[src/rtl/matrix_op_sequencer.sv]
// Element-wise matrix op sequencer: walks row-major (m,n) reads over two source banks and writes combined results.
// Optional DIM_CHECK_EN rejects mismatched ADD/SUB dims and dims above MAX_DIM.
module matrix_op_sequencer #(
  parameter int DW      = 32,
  parameter int AW      = 8,
  parameter int MAX_DIM = 128
) (
  input  logic          clk,
  input  logic          reset_n,
  input  logic          cmd_valid,
  output logic          cmd_ready,
  input  logic [1:0]    cmd_op,
  input  logic [AW-1:0] m1_dim,
  input  logic [AW-1:0] n1_dim,
  input  logic [AW-1:0] m2_dim,
  input  logic [AW-1:0] n2_dim,
  output logic          rd_en,
  output logic [AW-1:0] m_addr,
  output logic [AW-1:0] n_addr,
  input  logic [DW-1:0] data1_in,
  input  logic [DW-1:0] data2_in,
  output logic          wr_en,
  output logic [AW-1:0] wr_m_addr,
  output logic [AW-1:0] wr_n_addr,
  output logic [DW-1:0] wr_data,
  output logic          busy,
  output logic          done,
  output logic          err
);

  localparam logic [1:0] OP_ADD       = 2'b00;
  localparam logic [1:0] OP_SUB       = 2'b01;
  localparam logic [1:0] OP_COPY      = 2'b10;
  localparam logic [1:0] OP_TRANSPOSE = 2'b11;

`ifdef DIM_CHECK_EN
  localparam bit DIM_CHECK = 1'b1;
`else
  localparam bit DIM_CHECK = 1'b0;
`endif

  typedef enum logic [1:0] {IDLE, ISSUE, DRAIN, DONE} state_t;

  state_t        state_reg, state_next;
  logic [1:0]    op_reg;
  logic [AW-1:0] m_dim_reg, n_dim_reg;
  logic [AW-1:0] m_addr_reg, n_addr_reg;
  logic          wr_en_reg;
  logic [AW-1:0] wr_m_reg, wr_n_reg;
  logic          err_reg;

  logic accept, zero_dims, reject, row_end, last_elem;

  assign accept    = cmd_valid && (state_reg == IDLE);
  assign zero_dims = (m1_dim == '0) || (n1_dim == '0);
  // With DIM_CHECK cleared this folds to 0, which keeps err permanently low.
  assign reject    = DIM_CHECK &&
                     ((((cmd_op == OP_ADD) || (cmd_op == OP_SUB)) &&
                       ((m1_dim != m2_dim) || (n1_dim != n2_dim))) ||
                      (32'(m1_dim) > MAX_DIM) || (32'(n1_dim) > MAX_DIM));
  assign row_end   = (n_addr_reg == n_dim_reg - AW'(1));
  assign last_elem = row_end && (m_addr_reg == m_dim_reg - AW'(1));

  always_ff @(posedge clk or negedge reset_n) begin
    if (!reset_n) begin
      state_reg <= IDLE;
    end else begin
      state_reg <= state_next;
    end
  end

  always_comb begin
    state_next = state_reg;
    case (state_reg)
      IDLE:    if (accept) state_next = (reject || zero_dims) ? DONE : ISSUE;
      ISSUE:   if (last_elem) state_next = DRAIN;
      DRAIN:   state_next = DONE;
      DONE:    state_next = IDLE;
      default: state_next = IDLE;
    endcase
  end

  always_comb begin
    cmd_ready = (state_reg == IDLE);
    busy      = (state_reg != IDLE);
    rd_en     = (state_reg == ISSUE);
    done      = (state_reg == DONE);
    err       = (state_reg == DONE) && err_reg;
  end

  // Command latch and address walker; addresses return to 0 after the last element.
  always_ff @(posedge clk or negedge reset_n) begin
    if (!reset_n) begin
      op_reg     <= OP_ADD;
      m_dim_reg  <= '0;
      n_dim_reg  <= '0;
      m_addr_reg <= '0;
      n_addr_reg <= '0;
      err_reg    <= 1'b0;
    end else begin
      if (accept) begin
        op_reg    <= cmd_op;
        m_dim_reg <= m1_dim;
        n_dim_reg <= n1_dim;
        err_reg   <= reject;
      end
      if (state_reg == ISSUE) begin
        if (row_end) begin
          n_addr_reg <= '0;
          m_addr_reg <= last_elem ? '0 : m_addr_reg + AW'(1);
        end else begin
          n_addr_reg <= n_addr_reg + AW'(1);
        end
      end else begin
        m_addr_reg <= '0;
        n_addr_reg <= '0;
      end
    end
  end

  // Write stage lines up with the one-cycle source read latency.
  always_ff @(posedge clk or negedge reset_n) begin
    if (!reset_n) begin
      wr_en_reg <= 1'b0;
      wr_m_reg  <= '0;
      wr_n_reg  <= '0;
    end else begin
      wr_en_reg <= (state_reg == ISSUE);
      if (op_reg == OP_TRANSPOSE) begin
        wr_m_reg <= n_addr_reg;
        wr_n_reg <= m_addr_reg;
      end else begin
        wr_m_reg <= m_addr_reg;
        wr_n_reg <= n_addr_reg;
      end
    end
  end

  always_comb begin
    wr_data = '0;
    if (wr_en_reg) begin
      case (op_reg)
        OP_ADD:  wr_data = data1_in + data2_in;
        OP_SUB:  wr_data = data1_in - data2_in;
        default: wr_data = data1_in;
      endcase
    end
  end

  assign m_addr    = m_addr_reg;
  assign n_addr    = n_addr_reg;
  assign wr_en     = wr_en_reg;
  assign wr_m_addr = wr_m_reg;
  assign wr_n_addr = wr_n_reg;

endmodule

[config.mk]
export PLATFORM = sky130hd
export DESIGN_NAME = matrix_op_sequencer
export DESIGN_NICKNAME = d
export VERILOG_FILES = /design/src/rtl/matrix_op_sequencer.sv
export SDC_FILE = /design/constraint.sdc
export NUM_CORES = 1
export LEC_CHECK = 0
export ABC_CLOCK_PERIOD_IN_PS = 19500
export BUFFER_PORTS_ARGS = -buffer_cell sky130_fd_sc_hd__buf_4
export CELL_PAD_IN_SITES_DETAIL_PLACEMENT = 2
export CELL_PAD_IN_SITES_GLOBAL_PLACEMENT = 2
export CORE_MARGIN = 2
export CORE_UTILIZATION = 32
export CTS_CLUSTER_DIAMETER = 120
export DETAILED_ROUTE_END_ITERATION = 7
export PLACE_DENSITY = 0.95
export SYNTH_ARGS = -nofsm -noshare
export SYNTH_HDL_FRONTEND = slang
export SYNTH_SLANG_ARGS = --single-unit
[constraint.sdc]
create_clock -name clk -period 19.5 [get_ports clk]
set_clock_uncertainty 0.15 [all_clocks]
set_input_delay 5.85 -clock clk [delete_from_list [all_inputs] [get_ports clk]]
set_output_delay 5.85 -clock clk [all_outputs]
set_load 0.02 [all_outputs]
### Word level (Yosys, flattened, before mapping)

Cells that the tools add are included.

* bits in registers: 53
* input port bits: 101
* output and inout bits: 70

* add/sub/neg operators: 6
* equal/unequal tests: 10
* mux-type cells: 13
* reductions and logical operators: 9

Operator list (number)
* 32-bit one-hot mux with 2 select lines: 1
* 8-bit two-way mux: 7
* 32-bit adder: 1
* 32-bit two-way mux: 1
* 32-bit subtractor: 1
* 8-bit by 1-bit adder with 8-bit output, second input constant: 2
* 8-bit equality test: 2
* 8-bit logical NOT: 2
* 8-bit by 1-bit subtractor with 8-bit output, second input constant: 2
* 2-bit one-hot mux with 4 select lines: 1
* 2-bit equality test, second input constant: 3
* 2-bit two-way mux: 3
* 2-bit by 1-bit != test with 1-bit output, second input constant: 3
* 2-bit by 1-bit equality test with 1-bit output, second input constant: 2
* 2-bit logical NOT: 2
* 1-bit logical AND: 2
* 2-bit AND reduction: 1
* 2-bit nonzero test: 1
* 1-bit logical OR: 1

### Depth between registers and ports, before layout

* word-level depth: 6
* depth in mapped cells: 20

### Worst setup path after synthesis

OpenSTA, ideal clock, no wires.

* path type: input to output
* start point: input data2_in[6]
* end point: output wr_data[31]
* data arrival time: 9482 ps
* data required time: 13500 ps
* slack: 4018 ps
* cell stages on the path: 15
* path buffers: 0
* cell sequence: nor4_2 > nand3_1 > or3_1 > nor2_1 > a21oi_1 > xnor2_1 > ha_1 > or3_1 > o32a_1 > or3_1 > o22ai_1 > o211ai_1 > a211o_1 > nand2_1 > mux2i_1

* cells in the longest elaborated chain, start to end: 3
* elaborated cells between the ends (all ways): 4
* those cells by class: 2 x add/sub; 2 x mux

Ends and longest elaborated chain
* start, declared: RTL line 21 `input logic [DW-1:0] data2_in,`
* 32-bit subtractor or 32-bit adder (tied branches): RTL line 144, 143
* 32-bit one-hot mux with 2 select lines (*): RTL line 142 `case (op_reg)`
* 32-bit two-way mux (*): RTL line 141 `if (wr_en_reg) begin`
* end, declared: RTL line 25 `output logic [DW-1:0] wr_data,`

Mark *: on every way between the ends. The rest lies on a longest branch, timed or not.

### Worst setup path in the final report

Same ends and word-level chain as after synthesis.

==> results.json <==
{
  "outcome": "completed",
  "yosysMostFrequentCell": "nor2_1",
  "end_kind": "primary output",
  "cellLeakagePower_nw": 3.28,
  "synth_edf_count": 0,
  "remaining_drc_errors": 0,
  "synth_nets": 823,
  "die_w_um": 136,
  "cts_resized": 0,
  "drive_gt1_share_pct": 26.4,
  "path_class": "input port to primary output",
  "ys_ff_latch": 53,
  "drtIter0Drc": 170,
  "required_ns": 13.50,
  "fmax_mhz": 61.4,
  "reg2reg_depth": 9,
  "htreeDepth": 2,
  "ir_drop_mv": 0.0792,
  "fin_nets": 958,
  "syn_avg_cell_area_um2": 8.17,
  "areaGrowthSynthToFinish_pct": 26.0,
  "seq_area_frac_synth_pct": 23.8,
  "final_hold_viol_count": 0,
  "die-height_um": 136,
  "cts_tree": "done",
  "place_area_mm2": 0.00686,
  "switching_power_w": 0.000547,
  "drt_pass1_iterations": 4,
  "io_buffer_count": 153,
  "synth_top_area_share_pct": 23.8,
  "antenna_found_initial": 0,
  "p_clk_share_pct": 8.7,
  "cts-root-buf": "clkbuf_16",
  "finalCritPeriodShare_pct": 83.6,
  "synth_flop_cell": "dfrtp_1",
  "cp_max_fo": 5,
  "final_area_mm2": 0.00701,
  "cts_buffers": 5,
  "finalCriticalPeriod_ns": 16.29,
  "seq_power_share_pct": 17.3,
  "viasPerCell": 5.45,
  "path_cells": "buf_4 -> nor4_2 -> nand4b_1 -> nor4_1 -> a31oi_1 -> xnor2_1 -> ha_1 -> or3_1 -> o32a_1 -> or3_1 -> o22ai_1 -> o211ai_1 -> a211o_1 -> nand2_1 -> mux2i_1 -> buf_4",
  "grt_max_degree": 62,
  "min_path_type": "flop to flop",
  "pwr-share-comb_pct": 74.0,
  "slowest_delay_ns": 0.61,
  "synth_cell_types": 67,
  "powerDensity_mw_per_mm2": 151,
  "ys_warn_count": 0,
  "synthMuxAreaShare_pct": 8.50,
  "grt_first_pass_wirelength_um": 33800,
  "rsz0062_at_grt": "no",
  "finalSetupViolations": 0,
  "cp_slowest_cell": "nor4_1",
  "synth_cells": 681,
  "netlist_top_cells_count": "76 x nor2_1, 53 x dfrtp_1, 48 x a21oi_1",
  "gp_congestion": 0.812,
  "synth-xor-area-share_pct": 13.1,
  "n_fill_cell": 1951,
  "tns_ns": 0,
  "crit_start": "data2_in[6]",
  "synth_compound_area_share_pct": 17.9,
  "final-max-slew-violation-count": 0,
  "core_area_mm2": 0.0171,
  "cts_buffer_depth": 2,
  "cts.sinks": 53,
  "row_count": 48,
  "slew_headroom_pct": 35.0,
  "clock_latency_ns": 0.30,
  "maxCapViolCount": 0,
  "crit_arrival_ns": 10.29,
  "start_util_pct": 32.5,
  "multi_input_area_mm2": 0.00397,
  "synth_adder_area_share_pct": 9.36,
  "tightest_slew_ns": 0.975,
  "wl_um": 21500,
  "wl_per_cell_um": 20.6,
  "ant_nets": 0,
  "internal-power_w": 0.000508,
  "synth_top_area_cell": "dfrtp_1",
  "r2r_start": "n_dim_reg[0]",
  "synthSimpleGateAreaFrac_pct": 22.6,
  "synth_top_family_by_area": "simple AND/OR/NAND/NOR gates",
  "cp-start-kind": "input port",
  "ff2ff_setup_slack_ns": 16.15,
  "clkTransAtPathRegs_ns": 0.07,
  "netlist_area_mm2": 0.00556,
  "dieArea_mm2": 0.0185,
  "seqCellArea_mm2": 0.00133,
  "via_count": 5681,
  "postCtsSetupRepairBufs": 0,
  "synthArstFlopShare_pct": 100,
  "synth_area_leaders": "dfrtp_1 24%, ha_1 9.0%, mux2_2 6.9%, xnor2_1 6.6%, xor2_1 6.0%",
  "reg2reg_to": "state_reg[1]",
  "grt_use_total_pct": 23.1,
  "first_global_vias": 6321,
  "n_antenna_cell": 0,
  "p_sw_share_pct": 51.8,
  "overflow": 0,
  "crit_end": "wr_data[31]",
  "num_io_pins": 171,
  "hold_buffers": 0,
  "dp_hpwl_um": 17200
}
[kinds of logic (layout without fill, tap and decap cells)]
kind of cell | after synthesis | after routing
other | 1 | 1
DFF | 53 | 53
adders and majority gates | 41 | 41
buffers and inverters | 56 | 192
and+or+nand+nor | 249 | 249
muxes | 43 | 43
xor gates and xnor gates | 81 | 81
AOI/OAI and AO/OA | 157 | 157
[stage by stage]
stage	hold WS, ns	instances	utilization [%]	power [W]	setup WS, ns
5_1_grt	0.439	1042	41.0	0.00114	2.90
6_report	0.409	1042	41.0	0.00106	3.21
3_5_place_dp	0.388	1034	40.1	0.000963	3.26
4_1_cts	0.413	1042	41.0	0.00106	3.24
3_3_place_gp	0.359	1034	40.1	0.000913	3.38
2_1_floorplan	0.351	681	-	0.000722	4.02
[critical path, delay by kind of cell]
kind            cells  cell delay, ns
simple gates        6            2.13
xor+xnor            1            0.18
fa+ha+maj           1            0.23
buf+inv             2            0.29
mux                 1            0.19
compound gates      5            1.42
[cells in the final DEF (no fill, tap or decap), types with 6 or more instances in the layout]
| cell | synthesis | routed |
|---|---|---|
| a21o_1 | 11 | 11 |
| a21oi_1 | 48 | 48 |
| a31oi_1 | 7 | 7 |
| and2_1 | 15 | 15 |
| buf_4 | 1 | 156 |
| dfrtp_1 | 53 | 52 |
| ha_1 | 40 | 40 |
| inv_1 | 28 | 28 |
| mux2_2 | 34 | 34 |
| mux2i_1 | 9 | 9 |
| nand2_1 | 47 | 47 |
| nand2b_1 | 15 | 15 |
| nand3_1 | 27 | 27 |
| nor2_1 | 76 | 76 |
| nor2b_1 | 6 | 6 |
| nor3_1 | 12 | 12 |
| nor4_1 | 8 | 8 |
| o21ai_0 | 23 | 23 |
| o21ai_1 | 21 | 21 |
| o21bai_1 | 6 | 6 |
| o31ai_1 | 6 | 6 |
| or3_1 | 9 | 9 |
| xnor2_1 | 42 | 42 |
| xor2_1 | 38 | 38 |
[layout make-up]
type | instances | share of cell area, %
clock buffers | 5 | 1.79
clock inverters | 3 | 0.357
repair buffers | 156 | 16.7
multi-input cells | 572 | 56.7
well taps | 225 | 4.02
inverters | 28 | 1.50
flip-flops and latches | 53 | 18.9
[how the worst min path moves through the flow]
stage	start	endpoint	slack, ns	cells past startpoint
after global placement	m_dim_reg[7]	m_dim_reg[7]	0.36	1
final	m_dim_reg[7]	m_dim_reg[7]	0.41	1
after detailed placement	m_dim_reg[7]	m_dim_reg[7]	0.39	1
after CTS	m_dim_reg[7]	m_dim_reg[7]	0.41	1
after floorplan	m_dim_reg[7]	m_dim_reg[7]	0.35	1
after global routing	m_dim_reg[7]	m_dim_reg[7]	0.44	1
[per-layer routing]
metal	up-vias	GRT usage, %	wire [µm]
met2	148	44.8	11400
met5	-	0	0
met1	2838	27.2	8840
met4	0	4.11	301
li1	2673	-	-
met3	22	2.83	950
[power by group through the flow]
stage          Combinational [W]   Clock, W  Sequential (W)
6_report                0.000781  0.0000919        0.000183
5_1_grt                 0.000857  0.0000982        0.000189
4_1_cts                 0.000786  0.0000946        0.000184
3_5_place_dp            0.000777          0        0.000185
3_3_place_gp            0.000733          0        0.000180
2_1_floorplan           0.000554          0        0.000168
Note: power is estimated with default switching activity, not from simulation.
